### src/rtl/game_countdown_timer.sv
// Round countdown timer for the game timebase: prescaled steps, pause,
// bonus time with saturation, and a one-shot expiry pulse.
module game_countdown_timer #(
    parameter int WIDTH = 5,
    parameter int START = 20,
    parameter int DIV   = 1,
    parameter int WARN  = 5
) (
    input  logic             clk_out,
    input  logic             reset,
    input  logic             start,
    input  logic             pause,
    input  logic             bonus,
    input  logic [WIDTH-1:0] bonus_amt,
    output logic [WIDTH-1:0] count,
    output logic             running,
    output logic             expired,
    output logic             expire_pulse,
    output logic             warn
);

    localparam int PW = (DIV > 1) ? $clog2(DIV) : 1;
    localparam logic [PW-1:0]    P_LAST  = PW'(DIV - 1);
    localparam logic [WIDTH-1:0] START_V = WIDTH'(START);
    localparam logic [WIDTH-1:0] WARN_V  = WIDTH'(WARN);
    localparam logic [WIDTH:0]   MAX_V   = {1'b0, {WIDTH{1'b1}}};

    typedef enum logic [1:0] {
        IDLE,
        RUN,
        PAUSED,
        DONE
    } state_t;

    state_t           state;
    state_t           nxt_state;
    logic [PW-1:0]    presc;
    logic [PW-1:0]    nxt_presc;
    logic [WIDTH-1:0] nxt_count;
    logic [WIDTH:0]   sum;
    logic             step;

    always_comb begin
        nxt_state = state;
        nxt_presc = presc;
        nxt_count = count;
        step      = 1'b0;
        sum       = '0;
        unique case (state)
            IDLE: begin
                nxt_count = START_V;
                if (start) begin
                    nxt_state = RUN;
                    nxt_presc = '0;
                end
            end
            DONE: begin
                nxt_count = '0;
                if (start) begin
                    nxt_state = RUN;
                    nxt_presc = '0;
                    nxt_count = START_V;
                end
            end
            RUN, PAUSED: begin
                if (start) begin
                    nxt_state = RUN;
                    nxt_presc = '0;
                    nxt_count = START_V;
                end else begin
                    // A paused cycle freezes the prescaler; releasing pause
                    // behaves like a running cycle from the held phase.
                    step = !pause && (presc == P_LAST);
                    if (!pause) begin
                        nxt_presc = step ? '0 : presc + 1'b1;
                    end
                    sum = {1'b0, count}
                        + (bonus ? {1'b0, bonus_amt} : '0)
                        - {{WIDTH{1'b0}}, step};
                    nxt_count = (sum > MAX_V) ? {WIDTH{1'b1}} : sum[WIDTH-1:0];
                    if (sum == '0) begin
                        nxt_state = DONE;
                    end else begin
                        nxt_state = pause ? PAUSED : RUN;
                    end
                end
            end
        endcase
    end

    always_ff @(posedge clk_out) begin
        if (reset) begin
            state        <= IDLE;
            count        <= START_V;
            presc        <= '0;
            running      <= 1'b0;
            expired      <= 1'b0;
            expire_pulse <= 1'b0;
            warn         <= 1'b0;
        end else begin
            state        <= nxt_state;
            count        <= nxt_count;
            presc        <= nxt_presc;
            running      <= (nxt_state == RUN);
            expired      <= (nxt_state == DONE);
            expire_pulse <= (nxt_state == DONE) && (state != DONE);
            warn         <= ((nxt_state == RUN) || (nxt_state == PAUSED))
                            && (nxt_count != '0) && (nxt_count <= WARN_V);
        end
    end

endmodule

### config.mk
export PLATFORM = sky130hd
export DESIGN_NAME = game_countdown_timer
export DESIGN_NICKNAME = d
export VERILOG_FILES = /design/src/rtl/game_countdown_timer.sv
export SDC_FILE = /design/constraint.sdc
export NUM_CORES = 1
export LEC_CHECK = 0
export ABC_AREA = 1
export BUFFER_PORTS_ARGS = -buffer_cell sky130_fd_sc_hd__buf_2
export CAP_MARGIN = 15
export CORE_MARGIN = 10
export CORE_UTILIZATION = 30
export DETAILED_ROUTE_END_ITERATION = 7
export PLACE_DENSITY_LB_ADDON = 0.15
export SLEW_MARGIN = 10
export SYNTH_ARGS = -nofsm -noshare
export SYNTH_HDL_FRONTEND = slang
export SYNTH_SLANG_ARGS = --single-unit
### constraint.sdc
create_clock -name clk_out -period 2.7 [get_ports clk_out]
set_input_delay 0.27 -clock clk_out [delete_from_list [all_inputs] [get_ports clk_out]]
set_output_delay 0.27 -clock clk_out [all_outputs]
set_load 0.01 [all_outputs]
# --- Word level (Yosys, flattened, before mapping) ---
# Index checks and enable logic that the tools add are counted.
word_totals:
  regBits: 12
  input_bits: 10
  out_inout_bits: 9
  elab_cells: 49
op_classes:
  addsub: 3
  order_cmp: 2
  eq_ne: 9
  muxes: 15
  n_bitwise: 1
  reduce_logical: 12
op_table:
  columns: ["operator", "n"]
  rows:
  - ["$mux W5", 4]
  - ["$pmux W5 S3", 1]
  - ["$eq A2 B2 Y1 const B", 4]
  - ["$mux W2", 4]
  - ["$add A5 B5 Y6", 1]
  - ["$gt A6 B5 Y1 const B", 1]
  - ["$logic_not A6 Y1", 1]
  - ["$sub A6 B1 Y6", 1]
  - ["$le A5 B3 Y1 const B", 1]
  - ["$reduce_bool A5 Y1", 1]
  - ["$eq A2 B1 Y1 const B", 2]
  - ["$logic_and A1 B1 Y1", 4]
  - ["$mux W1", 4]
  - ["$pmux W2 S2", 1]
  - ["$reduce_or A2 Y1", 2]
  - ["$ne A3 B3 Y1 const B", 1]
  - ["$logic_not A2 Y1", 1]
  - ["$ne A2 B1 Y1 const B", 1]
  - ["$ne A2 B2 Y1 const B", 1]
  - ["$pmux W1 S2", 1]
  - ["$reduce_and A2 Y1", 1]
  - ["$add A1 B1 Y1 const B", 1]
  - ["$logic_not A1 Y1", 1]
  - ["$logic_or A1 B1 Y1", 1]
  - ["$not A1 Y1", 1]

# --- Logic depth before layout (Yosys ltp) ---
depth:
  ltp_word: 11
  ltp_mapped: 22
  ltp_nobuf: 22

# --- Least setup slack after synthesis ---
# No wires, ideal clock.
synth_timing:
  kind: "register to register"
  start: "register presc"
  end: "register warn"
  setup_ps: 64
  arrival_ps: 2528
  required_ps: 2636
  path_slack_ps: 108
  path_stages_with_launch: 23
  path_buffers: 0
  period_less_slack_ps: 2592
  cell_sequence: "dfxtp_1 nor2_1 ha_1 inv_1 ha_1 inv_1 fa_1 nand3b_1 nand2_1 nand2_1 nand2_1 nor2_1 nand3_2 nand4_1 nand2_1 inv_1 ha_1 inv_1 nor2_1 nand2_1 nor2_1 nand2_1 nor2_1"
synth_between:
  elab_chain_cells: 11
  word_cells_on_any_way: 18
  classes_between: "1 x add/sub; 2 x order compare; 2 x eq/ne; 6 x mux; 1 x bitwise; 6 x reduce/logical"
synth_lines:
  columns: ["item", "line", "rtl"]
  rows:
  - ["start: declaration", "37", "logic [PW-1:0] presc;"]
  - ["start signal: assignment", "103", "presc <= nxt_presc;"]
  - ["$not A1 Y1 *", "73", "step = !pause && (presc == P_LAST);"]
  - ["$logic_and A1 B1 Y1 *", "73", null]
  - ["$sub A6 B1 Y6 *", "79", "- {{WIDTH{1'b0}}, step};"]
  - ["$logic_not A6 Y1 *", "81", "if (sum == '0) begin"]
  - ["$mux W2 *", "81", null]
  - ["$mux W2 *", "66", "if (start) begin"]
  - ["$pmux W2 S2 *", "49", "unique case (state)"]
  - ["named net nxt_state[0]", "36", "state_t nxt_state;"]
  - ["$eq A2 B1 Y1 / $eq A2 B2 Y1 (equally long branches)", "107", "warn <= ((nxt_state == RUN) || (nxt_state == PAUSED))"]
  - ["$logic_or A1 B1 Y1 *", "107", null]
  - ["$logic_and A1 B1 Y1 * (2 in series)", "108", "&& (nxt_count != '0) && (nxt_count <= WARN_V);"]
  - ["end signal: assignment", "107", null]
  - ["end: declaration", "19", "output logic warn"]
# The timed path passes the listed nets; every way through them passes the cells marked *.
# A chain may end at the register's enable or synchronous reset.

# --- Final worst setup path ---
# Same ends and word-level chain as after synthesis.

==> out/metrics.yaml <==
cts_root_buffer: "clkbuf_4"
detail_route.wl_per_cell_um: 10.3
fp.dieH_um: 75.0
yosys_warnings: 0
skew_ns: 0.000973
grt_max_degree: 11
min_period_ns: 2.67
power_frac_seq_pct: 29.3
die_w_um: 75.0
overflow: 0
grt_pass1_vias: 861
cts_made_buffers: 3
dp_cells: 196
worst_pin_slew_ns: 0.318
cts_sinks: 12
via_count: 901
drive_gt1_share_pct: 31.4
crit_fanout: 2
postSynthCellCount: 137
synth_top_cell_area_share_pct: 26.5
dieArea_um2: 5620
rsz0062_at_grt: "true"
relSlewSlack_pct: 78.7
power.total_mw: 0.674
hold_viol: 0
end_kind: "register"
ant_nets: 0
worst_hold_slack_ns: 0.283
finalMaxSlewViolations: 0
start_util_pct: 32.0
routed_wirelength_mm: 2.12
drc: 0
num_rows: 19
yosysSeqAreaShare_pct: 26.5
p_per_area_nw_per_um2: 553
clock.fmax_mhz: 374
io_buffers: 18
synth_fp_nets: 162
cp.arrival_ns: 2.89
core_area_um2: 2830
p_comb_share_pct: 49.5
final_nets: 201
crit_path_start_kind: "register"
max-clock-path-buffers: 2
cap_violations: 0
synth_top_cell_by_area: "dfxtp_1"
required_ns: 2.92
grt_first_pass_wirelength_mm: 3.51
p_leak_nw: 0.699
cts_tree: "yes"
clk_latency_ns: 0.27
cts.clk_slew.worst_paths_ns: 0.08
grt_usage_pct: 7.75
clkPwrFrac_pct: 21.2
dr.first_iter.drc_count: 19
area_growth_pct: 34.5
ys_ff_latch: 12
dpl.hpwl_mm: 1.77
final_common_cell: "nand2_1"
synth_area_leaders: "dfxtp_1 27%, ha_1 19%, nand2_1 14%"
swShare_pct: 35.5
fin_setup_tns_ns: 0
vias_per_cell: 4.37
finalSetupViolCount: 0
dr.pass1.iters: 4
synth.cell_area_um2: 906
syn_avg_cell_area_um2: 6.61
power_switching_mw: 0.240
mostFrequentLayoutCells: "32 x nand2_1, 29 x inv_1, 18 x buf_2"
fin_area_um2: 1220
gp_congestion: 0.824
final_cells: 206
internal-power_mw: 0.435
dpl_cell_area_um2: 1110
antenna_found_initial: 0
synth.distinct_cells: 19
setup.worst_path.class: "register to register"
hp-class: "primary input to register"
vdd_drop_max_mv: 0.303
ioPinCount: 19
run_status: "finished, final reports clean"
post-route-period-util_pct: 99.0
htreeDepth: 1
num_antenna_cells: 0
[logic make-up after synthesis]
logic type	share of synthesized area [%]
AOI/OAI and AO/OA	3.18
xor gates and xnor gates	0.967
buffers and inverters	13.7
adders and majority gates	21.5
DFF	26.5
and+or+nand+nor	34.1
[critical path: stages (launching register included)]
cell      delay, ns
dfxtp_2        0.32
nor2_2         0.08
ha_1           0.23
inv_1          0.06
ha_2           0.17
inv_2          0.04
fa_2           0.33
nand3b_1       0.19
nand2_1        0.08
nand2_1        0.06
nand2_2        0.08
nor2_2         0.04
nand3_2        0.06
nand4_1        0.10
nand2_2        0.09
inv_2          0.04
ha_1           0.26
inv_1          0.04
nor2_1         0.08
nand2_1        0.06
nor2_1         0.08
nand2_1        0.05
nor2_1         0.07
[cell type report]
class,instances,area (um^2)
Fill cell,309,1610
Multi-Input combinational cell,92,564
Sequential cell,12,241
Timing Repair Buffer,35,218
Inverter,32,120
Tap cell,31,38.8
Clock buffer,4,36.3
[cell usage after synthesis]
cell type,n
o21ai_0,1
nor3_1,2
dfxtp_1,12
nor2_1,17
nand3_1,9
a21oi_2,1
nor2_2,1
nand2_1,34
xor2_1,1
nand3_2,1
nand3b_1,2
nand2_2,2
ha_1,14
fa_1,1
inv_2,1
nand4_1,3
a21oi_1,3
clkbuf_1,1
inv_1,31
[layer usage]
metal	share of wire [%]	vias up	global-route usage [%]	routed length, um
li1	-	494	-	-
met1	49	389	9.16	1050
met2	43	18	12.8	907
met3	7.7	0	3.55	164
met4	0	0	1.26	0
met5	0	-	0	0
[what timing repair did]
action                                  4_1_cts  5_1_grt
cloned                                        0        0
pin swaps                                    15        5
hold buffers                                  0        0
resized for setup                             6        4
hold endpoints to repair                      0        0
endpoints found under the setup margin        1        5
setup buffers                                 6        1
[through the flow]
stage          utilization [%]  setup WS (ns)
3_3_place_gp              39.4         -0.136
2_1_floorplan                -          0.108
5_1_grt                   43.1         -0.236
6_report                  43.1         0.0271
3_5_place_dp              39.4         -0.183
4_1_cts                   42.5        -0.0430
[flip-flops by register name (all words and copies together) (netlist names)]
name	count
expired	1
expire_pulse	1
running	1
warn	1
presc	1
state	2
count	5
[power by group through the flow]
stage | registers (mW) | clock network (mW) | logic, mW
final | 0.198 | 0.143 | 0.334
after global routing | 0.199 | 0.155 | 0.381
after global placement | 0.202 | 0 | 0.287
after CTS | 0.198 | 0.146 | 0.324
after floorplan | 0.208 | 0 | 0.177
after detailed placement | 0.202 | 0 | 0.291
[final timing paths]
check	startpoint	endpoint	slack, ns	cells past startpoint
worst min-delay path	reset	state[1]$_SDFF_PP0_	0.28	2
worst max-delay path	presc$_SDFFE_PP0P_	warn$_SDFF_PP0_	0.03	22
worst min register to register	presc$_SDFFE_PP0P_	presc$_SDFFE_PP0P_	0.46	2
worst max register to register	presc$_SDFFE_PP0P_	warn$_SDFF_PP0_	0.03	22
Note: power is estimated with default switching activity, not from simulation.
